## src/rtl/pen_param_pkg.sv

```systemverilog
// Shared types and constants for the pen/brush button-sequencing controller.
package pen_param_pkg;

  typedef enum logic {
    MODE_COLOR = 1'b0,
    MODE_BRUSH = 1'b1
  } mode_e;

  typedef enum logic [1:0] {
    IDLE   = 2'd0,
    DELAY  = 2'd1,
    REPEAT = 2'd2
  } rep_state_e;

  typedef enum logic [1:0] {
    DIR_NONE = 2'd0,
    DIR_UP   = 2'd1,
    DIR_DOWN = 2'd2
  } dir_e;

  localparam logic [2:0] COLOR_RST = 3'd4;
  localparam logic [1:0] BRUSH_RST = 2'd1;
  localparam logic [2:0] COLOR_MAX = 3'd7;
  localparam logic [1:0] BRUSH_MAX = 2'd3;

  // Saturating +/-1 on the colour index; ends are sticky, no wrap.
  function automatic logic [2:0] color_step(input logic [2:0] c, input logic up);
    if (up) return (c == COLOR_MAX) ? c : c + 3'd1;
    else    return (c == 3'd0)      ? c : c - 3'd1;
  endfunction

  function automatic logic [1:0] brush_step(input logic [1:0] b, input logic up);
    if (up) return (b == BRUSH_MAX) ? b : b + 2'd1;
    else    return (b == 2'd0)      ? b : b - 2'd1;
  endfunction

endpackage

```

## src/rtl/btn_debounce.sv

```systemverilog
// Two-flop synchroniser plus stable-sample debouncer; press is the debounced rising edge.
module btn_debounce #(
  parameter int unsigned DEBOUNCE_CYC = 4
) (
  input  logic clk,
  input  logic reset,
  input  logic raw,
  output logic level,
  output logic press
);

  localparam int unsigned CW = $clog2(DEBOUNCE_CYC + 1);

  logic          sync1;
  logic          sync2;
  logic          level_q;
  logic          level_prev;
  logic [CW-1:0] cnt;

  always_ff @(posedge clk) begin
    if (reset) begin
      sync1      <= 1'b0;
      sync2      <= 1'b0;
      level_q    <= 1'b0;
      level_prev <= 1'b0;
      cnt        <= '0;
    end else begin
      sync1      <= raw;
      sync2      <= sync1;
      level_prev <= level_q;
      if (sync2 == level_q) begin
        cnt <= '0;
      end else if (cnt == CW'(DEBOUNCE_CYC - 1)) begin
        // This edge is the DEBOUNCE_CYC-th differing sample.
        level_q <= ~level_q;
        cnt     <= '0;
      end else begin
        cnt <= cnt + CW'(1);
      end
    end
  end

  assign level = level_q;
  assign press = level_q & ~level_prev;

endmodule

```

## src/rtl/pen_param_ctrl.sv

```systemverilog
// Arbitrates shared up/down/mode buttons between pen colour and brush size,
// with press-to-step and held-button auto-repeat.
module pen_param_ctrl
  import pen_param_pkg::*;
#(
  parameter int unsigned DEBOUNCE_CYC = 4,
  parameter int unsigned REPEAT_DELAY = 16,
  parameter int unsigned REPEAT_RATE  = 4
) (
  input  logic       clk,
  input  logic       reset,
  input  logic       btn_up,
  input  logic       btn_down,
  input  logic       btn_mode,
  input  logic       cursor_sw,
  output logic       mode,
  output logic [2:0] color,
  output logic [1:0] brush,
  output logic       step_strobe
);

  localparam int unsigned RMAX = (REPEAT_DELAY > REPEAT_RATE) ? REPEAT_DELAY : REPEAT_RATE;
  localparam int unsigned RW   = $clog2(RMAX + 1);

  logic deb_up, deb_down, deb_mode;
  logic press_up, press_down, press_mode;

  btn_debounce #(.DEBOUNCE_CYC(DEBOUNCE_CYC)) u_db_up (
    .clk(clk), .reset(reset), .raw(btn_up), .level(deb_up), .press(press_up)
  );
  btn_debounce #(.DEBOUNCE_CYC(DEBOUNCE_CYC)) u_db_down (
    .clk(clk), .reset(reset), .raw(btn_down), .level(deb_down), .press(press_down)
  );
  btn_debounce #(.DEBOUNCE_CYC(DEBOUNCE_CYC)) u_db_mode (
    .clk(clk), .reset(reset), .raw(btn_mode), .level(deb_mode), .press(press_mode)
  );

  rep_state_e    state;
  dir_e          cur_dir;
  dir_e          req_dir;
  mode_e         mode_q;
  logic [RW-1:0] rep_cnt;
  logic          start;
  logic          do_step;
  logic          cnt_done;

  always_comb begin
    req_dir = DIR_NONE;
    if (deb_up && !deb_down)      req_dir = DIR_UP;
    else if (deb_down && !deb_up) req_dir = DIR_DOWN;
  end

  assign start    = (press_up && req_dir == DIR_UP) || (press_down && req_dir == DIR_DOWN);
  assign cnt_done = (rep_cnt == RW'(1));

  // A repeat step needs the same direction still held; any change drops to IDLE.
  always_comb begin
    do_step = 1'b0;
    if (!cursor_sw) begin
      case (state)
        IDLE:          do_step = start;
        DELAY, REPEAT: do_step = (req_dir == cur_dir) && cnt_done;
        default:       do_step = 1'b0;
      endcase
    end
  end

  always_ff @(posedge clk) begin
    if (reset) begin
      state       <= IDLE;
      cur_dir     <= DIR_NONE;
      rep_cnt     <= '0;
      mode_q      <= MODE_COLOR;
      color       <= COLOR_RST;
      brush       <= BRUSH_RST;
      step_strobe <= 1'b0;
    end else begin
      step_strobe <= do_step;
      // Step uses the pre-toggle mode, so a coincident mode press hits the old target.
      if (do_step) begin
        if (mode_q == MODE_COLOR) color <= color_step(color, req_dir == DIR_UP);
        else                      brush <= brush_step(brush, req_dir == DIR_UP);
      end

      if (cursor_sw) begin
        state <= IDLE;
      end else if (press_mode) begin
        mode_q <= (mode_q == MODE_COLOR) ? MODE_BRUSH : MODE_COLOR;
        state  <= IDLE;
      end else begin
        case (state)
          IDLE: begin
            if (start) begin
              state   <= DELAY;
              cur_dir <= req_dir;
              rep_cnt <= RW'(REPEAT_DELAY);
            end
          end
          DELAY, REPEAT: begin
            if (req_dir != cur_dir) begin
              state <= IDLE;
            end else if (cnt_done) begin
              state   <= REPEAT;
              rep_cnt <= RW'(REPEAT_RATE);
            end else begin
              rep_cnt <= rep_cnt - RW'(1);
            end
          end
          default: state <= IDLE;
        endcase
      end
    end
  end

  assign mode = mode_q;

endmodule
```

## config.mk

```make
export PLATFORM = sky130hd
export DESIGN_NAME = pen_param_ctrl
export DESIGN_NICKNAME = d
export VERILOG_FILES = /design/src/rtl/pen_param_pkg.sv /design/src/rtl/btn_debounce.sv /design/src/rtl/pen_param_ctrl.sv
export SDC_FILE = /design/constraint.sdc
export NUM_CORES = 1
export LEC_CHECK = 0
export ABC_CLOCK_PERIOD_IN_PS = 4400
export CORE_MARGIN = 2
export CORE_UTILIZATION = 60
export CTS_CLUSTER_SIZE = 25
export DETAILED_ROUTE_END_ITERATION = 8
export GPL_TIMING_DRIVEN = 0
export PLACE_DENSITY = 0.92
export SYNTH_ARGS = -nofsm -noshare
export SYNTH_HDL_FRONTEND = slang
export SYNTH_SLANG_ARGS = --single-unit
export TNS_END_PERCENT = 5
```

## constraint.sdc

```tcl
create_clock -name clk -period 4.4 [get_ports clk]
set_input_delay 1.1 -clock clk [delete_from_list [all_inputs] [get_ports clk]]
set_output_delay 1.1 -clock clk [all_outputs]
set_load 0.005 [all_outputs]
```

# == Word level (Yosys, flattened, before mapping) ==
# Index checks and enable logic that the tools add are counted.
# classes
n_reduce_logical,26
bitwise,15
eq_ne,22
n_addsub,8
muxes,19
# op_table
operator,n
$mux 2,8
$mux 5,3
$add 3x1->3 const B,4
$ne 2x2->1 const B,6
$not 1->1,12
$reduce_and 4->1,3
$reduce_or 3->1,4
$pmux 5 s2,1
$reduce_and 2->1,5
$eq 3x2->1 const B,3
$mux 3,3
$eq 2x2->1 const B,3
$eq 5x1->1 const B,1
$logic_and 1x1->1,5
$reduce_and 5->1,1
$sub 5x1->5 const B,1
$eq 2x1->1 const B,2
$logic_not 2->1,2
$pmux 2 s2,1
$and 1x1->1,3
$eq 1x1->1,3
$eq 3x3->1 const B,1
$logic_not 3->1,1
$ne 3x3->1 const B,1
11 further kinds,13
# totals
in_bits,6
output_inout_bits,7
ff_bits,37
wordCells,112

# == Depth between registers and ports, before layout ==
# Gate-level depths: netlist (run 1).
# logic_depth
ltp_word,10
depth_mapped,7

# == Cells and area by module ==
# Synthesis (run 1) repeated with hierarchy kept, for this count alone.
# hier_totals
hier_cells,179
area_unflattened_um2,1732.9
# modules_own_cells
mod,cells_each,area_per_inst_um2,instances,seq_area_each_um2
pen_param_ctrl,119,1001.0,1,320.3
btn_debounce,20,244.0,3,140.1

# == Least setup slack after synthesis (run 1) ==
# No wires, ideal clock.
# synth_timing
path_kind,input -> register
start,input port cursor_sw
end,register color[0]
t_arrival_ps,1997
setup_ps,121
path_stages,5
n_path_buf,0
path_slack_ps,2282
cell_sequence,nor2_1 -> o211a_1 -> a41oi_2 -> nor2_1 -> mux2_4
# synth_via
elab_chain_len,2
# synth_lines
element,line_no,source
"start, declared",pen_param_ctrl.sv:15,"input logic cursor_sw,"
$mux 1,pen_param_ctrl.sv:59,if (!cursor_sw) begin
$reduce_and 4->1 (no line),-,
"end signal, assigned",pen_param_ctrl.sv:81,"if (mode_q == MODE_COLOR) color <= color_step(color, req_dir == DIR_UP);"
"end, declared",pen_param_ctrl.sv:17,"output logic [2:0] color,"
# No other way between the ends.
# A chain may end at the register's enable or synchronous reset.

# == Worst setup path in the final report (run 1) ==
# layout_timing
start,register mode_q (netlist: mode)
end,output port mode
# layout_lines
element,line_no,source
"start, declared",pen_param_ctrl.sv:41,mode_e mode_q;
"start signal, assigned",pen_param_ctrl.sv:88,mode_q <= (mode_q == MODE_COLOR) ? MODE_BRUSH : MODE_COLOR;
"end, declared",pen_param_ctrl.sv:16,"output logic mode,"
# No word-level cell between the ends.

==> impl_metrics.yaml, run 1 <==
power:
  swShare: 0.219
  peakVddDrop_mv: 0.219
  power.leakage_nw: 0.764
  p_seq_frac: 0.629
  power.internal_uw: 424
  p_clk_frac: 0.331
  p_switching_uw: 119
  total_power_uw: 543
  power_density_nw_per_um2: 271
  pwr-share-comb: 0.040
placed_design:
  placed_cell_area_um2: 1950
  io_buffer_count: 11
  gp_congestion: 0.816
  hpwl_mm: 2.60
  placedCellCount: 229
run:
  cap_viol_max_count: 0
critical_path:
  cp_cell_sequence: "clkdlybuf4s50_1"
  max_stage_delay_ns: 0.55
  regToRegStartpoint: "rep_cnt[1]"
  crit_family: "buffers and inverters"
  crit_type: "register to output pin"
  start_kind: "register"
  end_kind: "output pin"
  slowest_stage: "clkdlybuf4s50_1"
  cp.required_ns: 3.30
  r2r_cells: 7
  crit_arrival_ns: 1.35
  crit_buf_inv: 1
  r2r_slack_ns: 2.46
  worstPathMaxFanout: 5
  rr_endpoint: "brush[0]"
grt:
  antenna_found_initial: 0
  grt.overflow.total: 0
  first_global_vias: 1368
  grt_util_all_layers: 0.241
  grt_max_degree: 11
  grt_pass1_wl_mm: 6.24
yosys:
  syn_area_um2: 1800
  synth_cells: 187
  synth_compound_area_frac: 0.124
  synthArstFlopShare: 0
  yosysUniqueCellTypes: 46
  synthSimpleGateAreaFrac: 0.232
  synth_adder_area_share: 0.0876
  synth_top_family_by_area: "simple AND/OR/NAND/NOR gates"
  syn_nets: 205
  yosysSeqAreaShare: 0.411
  avgSynthCellArea_um2: 9.63
  synth-edff-count: 0
  synth-main-ff-cell: "dfxtp_1"
  synthXorXnorAreaFrac: 0.0292
  yosys_warnings: 0
  synthMuxAreaShare: 0.0605
  ys_ff_latch: 37
clock_tree:
  holdBufCountCts: 0
  clock-sinks: 37
  clockBufferDepth: 2
  path_clk_slew_ns: 0.10
  cts_made_buffers: 5
  clock_latency_ns: 0.34
  cts_tree: "done"
  cts_setup_buffers: 0
  cts_resized: 0
  cts_root_buf: "clkbuf_4"
  htree_levels: 2
floorplan:
  start_util: 0.642
  die_width_um: 58.8
  die_h_um: 58.8
  fp.coreArea_um2: 2810
  io_pins: 13
  num_rows: 19
  die_area_um2: 3460
sta:
  fin_worst_skew_ns: 0.00605
  relSlewSlack: 0.650
  period_needed_ns: 2.45
  setup_viol_count_final: 0
  post-route-period-util: 0.558
  hold_viol_final: 0
  finalSetupTns_ns: 0
  slew_viol_final: 0
  holdWs_ns: 0.447
  rsz0062_at_grt: "no"
  fmax_mhz: 408
  worstMarginPinSlew_ns: 0.525
detailed_routing:
  via_count: 1388
  firstDrtPassIters: 4
  vias_per_cell: 5.88
  drc_errors: 0
  wl_per_cell_um: 15.3
  drt_iter0_drc: 70
  drt-total-wl_mm: 3.61
  drtAntennaViolNets: 0
hold_path:
  hp-start: "u_db_down.sync1"
  hp-class: "register to register"
  min_path_cells: 1
  hold-path-endpoint: "u_db_down.sync2"
layout:
  area_growth_pct: 11.3
  design_area_um2: 2000
  drive_above_1_share: 0.107
  final_cell_mix: "37 x dfxtp_1, 27 x nor2_1, 14 x inv_1"
  nFillCells: 167
  layout_commonest_cell: "dfxtp_1"
  instances_no_fill: 236
  layout.nets: 223
  antenna_cells: 0
status:
  status: "completed"
power by group through the flow:
stage                     clock network [mW]  registers, mW  logic, mW
after floorplan                            0          0.349     0.0117
after global placement                     0          0.349     0.0204
after detailed placement                   0          0.349     0.0214
after CTS                              0.181          0.342     0.0215
after global routing                   0.197          0.342     0.0235
final                                  0.180          0.342     0.0216
cells in the mapped netlist, types with 2 or more instances:
library cell	instances	area (µm²)
dfxtp_1	37	741
nor2_1	27	101
inv_1	14	52.6
ha_1	11	138
nor2b_1	11	68.8
mux2i_1	8	80.1
nand2b_1	6	37.5
xnor2_1	6	52.6
nand2_1	5	18.8
nand3_1	5	25.0
o31ai_1	5	37.5
clkbuf_1	4	15.0
nor3_1	4	20.0
or3_1	4	25.0
a21oi_1	3	15.0
o21ai_0	3	15.0
a31oi_1	2	12.5
buf_6	2	22.5
nor3b_4	2	37.5
o211ai_1	2	15.0
final cells by class:
cell class	instances	area, µm²	area share
plain buffers	7	42.5	0.0212
clock buffers	7	55.1	0.0275
inverters	15	56.3	0.0281
multi-input cells	128	961	0.479
flip-flops and latches	37	741	0.370
well taps	31	38.8	0.0194
repair buffers	11	110	0.0549
how the worst max path moves through the flow:
stage / startpoint / endpoint / slack (ns) / cells past startpoint
finish: mode / mode / 1.95 / 1
global route: mode / mode / 1.87 / 1
CTS: mode / mode / 1.95 / 1
detailed placement: cursor_sw / color[0] / 1.68 / 6
global placement: cursor_sw / color[0] / 1.72 / 6
floorplan: cursor_sw / color[0] / 2.28 / 5
logic make-up after synthesis:
family | after synthesis
and+or+nand+nor | 73
DFF | 37
AOI/OAI and AO/OA | 27
buffers and inverters | 22
adders and majority gates | 12
muxes | 10
xor gates and xnor gates | 6
registers in the layout (all words and copies together) (netlist names), 2 cells and up:
name	cells
brush	2
cur_dir	2
u_db_down.cnt	3
u_db_mode.cnt	3
state	2
color	3
u_db_up.cnt	3
rep_cnt	5
routing by layer:
layer / up-vias / part of all wire / track usage / wire [µm]
li1: 682 / - / - / -
met2: 37 / 0.49 / 0.405 / 1760
met3: 11 / 0.052 / 0.0593 / 187
met5: - / 0 / 0 / 0
met1: 658 / 0.44 / 0.300 / 1580
met4: 0 / 0.022 / 0.0877 / 81
stage by stage:
step           setup slack, ns  utilization
3_3_place_gp              1.72        0.695
2_1_floorplan             2.28            -
5_1_grt                   1.87        0.715
6_report                  1.95        0.715
3_5_place_dp              1.68        0.695
4_1_cts                   1.95        0.715
No activity file was read; power rests on OpenSTA's default activity.
==> inputs of run 2 (changes only) <==
ABC_CLOCK_PERIOD_IN_PS = 2000   (was 4400)
CORE_UTILIZATION = 52   (was 60)
PLACE_DENSITY = 0.86   (was 0.92)
clock period = 2 ns   (was 4.4 ns; I/O delays follow)
==> impl_metrics.yaml, run 2 (same netlist as run 1, synthesis figures left out) <==
critical_path:
  max_stage_delay_ns: 0.52
  cp_cell_sequence: "inv_1 -> ha_1 -> buf_2 -> mux2i_2 -> or4_1 -> a21oi_1"
  end_kind: "register"
  crit_type: "register to register"
  start_kind: "register"
  worstPathMaxFanout: 9
  cp.required_ns: 2.28
  crit_arrival_ns: 2.14
  slowest_stage: "or4_1"
floorplan:
  num_rows: 21
  fp.coreArea_um2: 3340
  io_pins: 13
  die_area_um2: 3950
  start_util: 0.540
  die_h_um: 62.8
  die_width_um: 62.8
power:
  power.internal_uw: 977
  power.leakage_nw: 0.775
  p_seq_frac: 0.592
  p_clk_frac: 0.371
  total_power_mw: 1.27
  power_density_nw_per_um2: 619
  p_switching_uw: 293
  pwr-share-comb: 0.037
  swShare: 0.231
  peakVddDrop_mv: 0.479
grt:
  grt_pass1_wl_mm: 5.51
  grt_max_degree: 13
  antenna_found_initial: 0
  grt.overflow.total: 0
  first_global_vias: 1276
  grt_util_all_layers: 0.178
clock_tree:
  clockBufferDepth: 2
  path_clk_slew_ns: 0.12
  clock_latency_ns: 0.35
  htree_levels: 2
  cts_made_buffers: 5
  cts_tree: "done"
  cts_root_buf: "clkbuf_4"
  cts_setup_buffers: 0
  clock-sinks: 37
sta:
  hold_viol_final: 0
  relSlewSlack: 0.671
  setup_ws_ns: 0.146
  worstMarginPinSlew_ns: 0.493
  slew_viol_final: 0
  finalSetupTns_ns: 0
  rsz0062_at_grt: "no"
  post-route-period-util: 0.927
  period_needed_ns: 1.85
  setup_viol_count_final: 0
  holdWs_ns: 0.428
  fmax_mhz: 539
  fin_worst_skew_ns: 0.00853
layout:
  layout.nets: 223
  design_area_um2: 2050
  layout_commonest_cell: "dfxtp_1"
  antenna_cells: 0
  fin_util: 0.615
  multiInputGateArea_um2: 970
  area_growth_pct: 13.9
  seq_area_um2: 741
  nFillCells: 276
  largest_register_ffs: 5
  instances_no_fill: 252
  top_register: "rep_cnt"
  final_cell_mix: "37 x dfxtp_1, 27 x nor2_1, 14 x inv_1"
  drive_above_1_share: 0.117
detailed_routing:
  vias_per_cell: 5.27
  drc_errors: 0
  wl_per_cell_um: 12.5
  via_count: 1329
  drt_iter0_drc: 46
  drt-total-wl_mm: 3.15
  drtAntennaViolNets: 0
  firstDrtPassIters: 4
placed_design:
  placed_cell_area_um2: 1970
  post-place-ws_ns: -0.142
  hpwl_mm: 2.29
  gp_congestion: 0.776
  io_buffer_count: 11
  placedCellCount: 244
hold_path:
  hp-class: "register to register"
status:
  status: "completed"
run:
  cap_viol_max_count: 0
[run 2: cell types whose count changed in the layout (fill, tap and decap cells not counted)]
| cell | before | now |
|---|---|---|
| nor4b_2 | 1 | 0 |
| clkbuf_1 | 5 | 4 |
| inv_6 | 0 | 1 |
| clkbuf_8 | 1 | 2 |
| nor4b_4 | 0 | 1 |
[run 2: critical path: cells and delay by family, from the launching register on]
| family | cells | cell delay [ns] |
|---|---|---|
| compound gates | 1 | 0.15 |
| fa+ha+maj | 1 | 0.28 |
| buf+inv | 2 | 0.26 |
| flops | 1 | 0.38 |
| mux | 1 | 0.19 |
| simple gates | 1 | 0.52 |
[run 2: final timing paths]
check / startpoint / endpoint / slack (ns) / depth (start not counted)
max: state[0] / rep_cnt[3] / 0.15 / 6
min: u_db_down.cnt[0] / u_db_down.cnt[0] / 0.43 / 1
max reg2reg: state[0] / rep_cnt[3] / 0.15 / 6
min reg2reg: u_db_down.cnt[0] / u_db_down.cnt[0] / 0.43 / 1
[run 2: routing by layer]
| metal | global-route usage | vias to the layer above | share of wire |
|---|---|---|---|
| met5 | 0 | - | 0 |
| met4 | 0.0833 | 0 | 0.023 |
| met3 | 0.0432 | 8 | 0.028 |
| met2 | 0.301 | 16 | 0.47 |
| met1 | 0.213 | 628 | 0.47 |
| li1 | - | 677 | - |
[run 2: area by class of cell]
| cell class | count | area share |
|---|---|---|
| Timing Repair Buffer | 11 | 0.0537 |
| Tap cell | 46 | 0.0281 |
| Multi-Input combinational cell | 128 | 0.473 |
| Clock buffer | 7 | 0.0317 |
| Inverter | 15 | 0.0275 |
| Buffer | 7 | 0.0207 |
| Clock inverter | 1 | 0.00427 |
| Sequential cell | 37 | 0.361 |
[run 2: power groups by stage]
stage / registers [mW] / clock network (mW) / logic, mW
5_1_grt: 0.753 / 0.513 / 0.0516
4_1_cts: 0.752 / 0.479 / 0.0474
3_3_place_gp: 0.767 / 0 / 0.0455
3_5_place_dp: 0.768 / 0 / 0.0469
6_report: 0.752 / 0.472 / 0.0469
2_1_floorplan: 0.767 / 0 / 0.0257
[run 2: repair_timing]
action / in CTS / in global routing
setup endpoints to repair: 0 / 3
hold buffers: 0 / 0
endpoints found under the hold margin: 0 / 0
resized for setup: 0 / 1
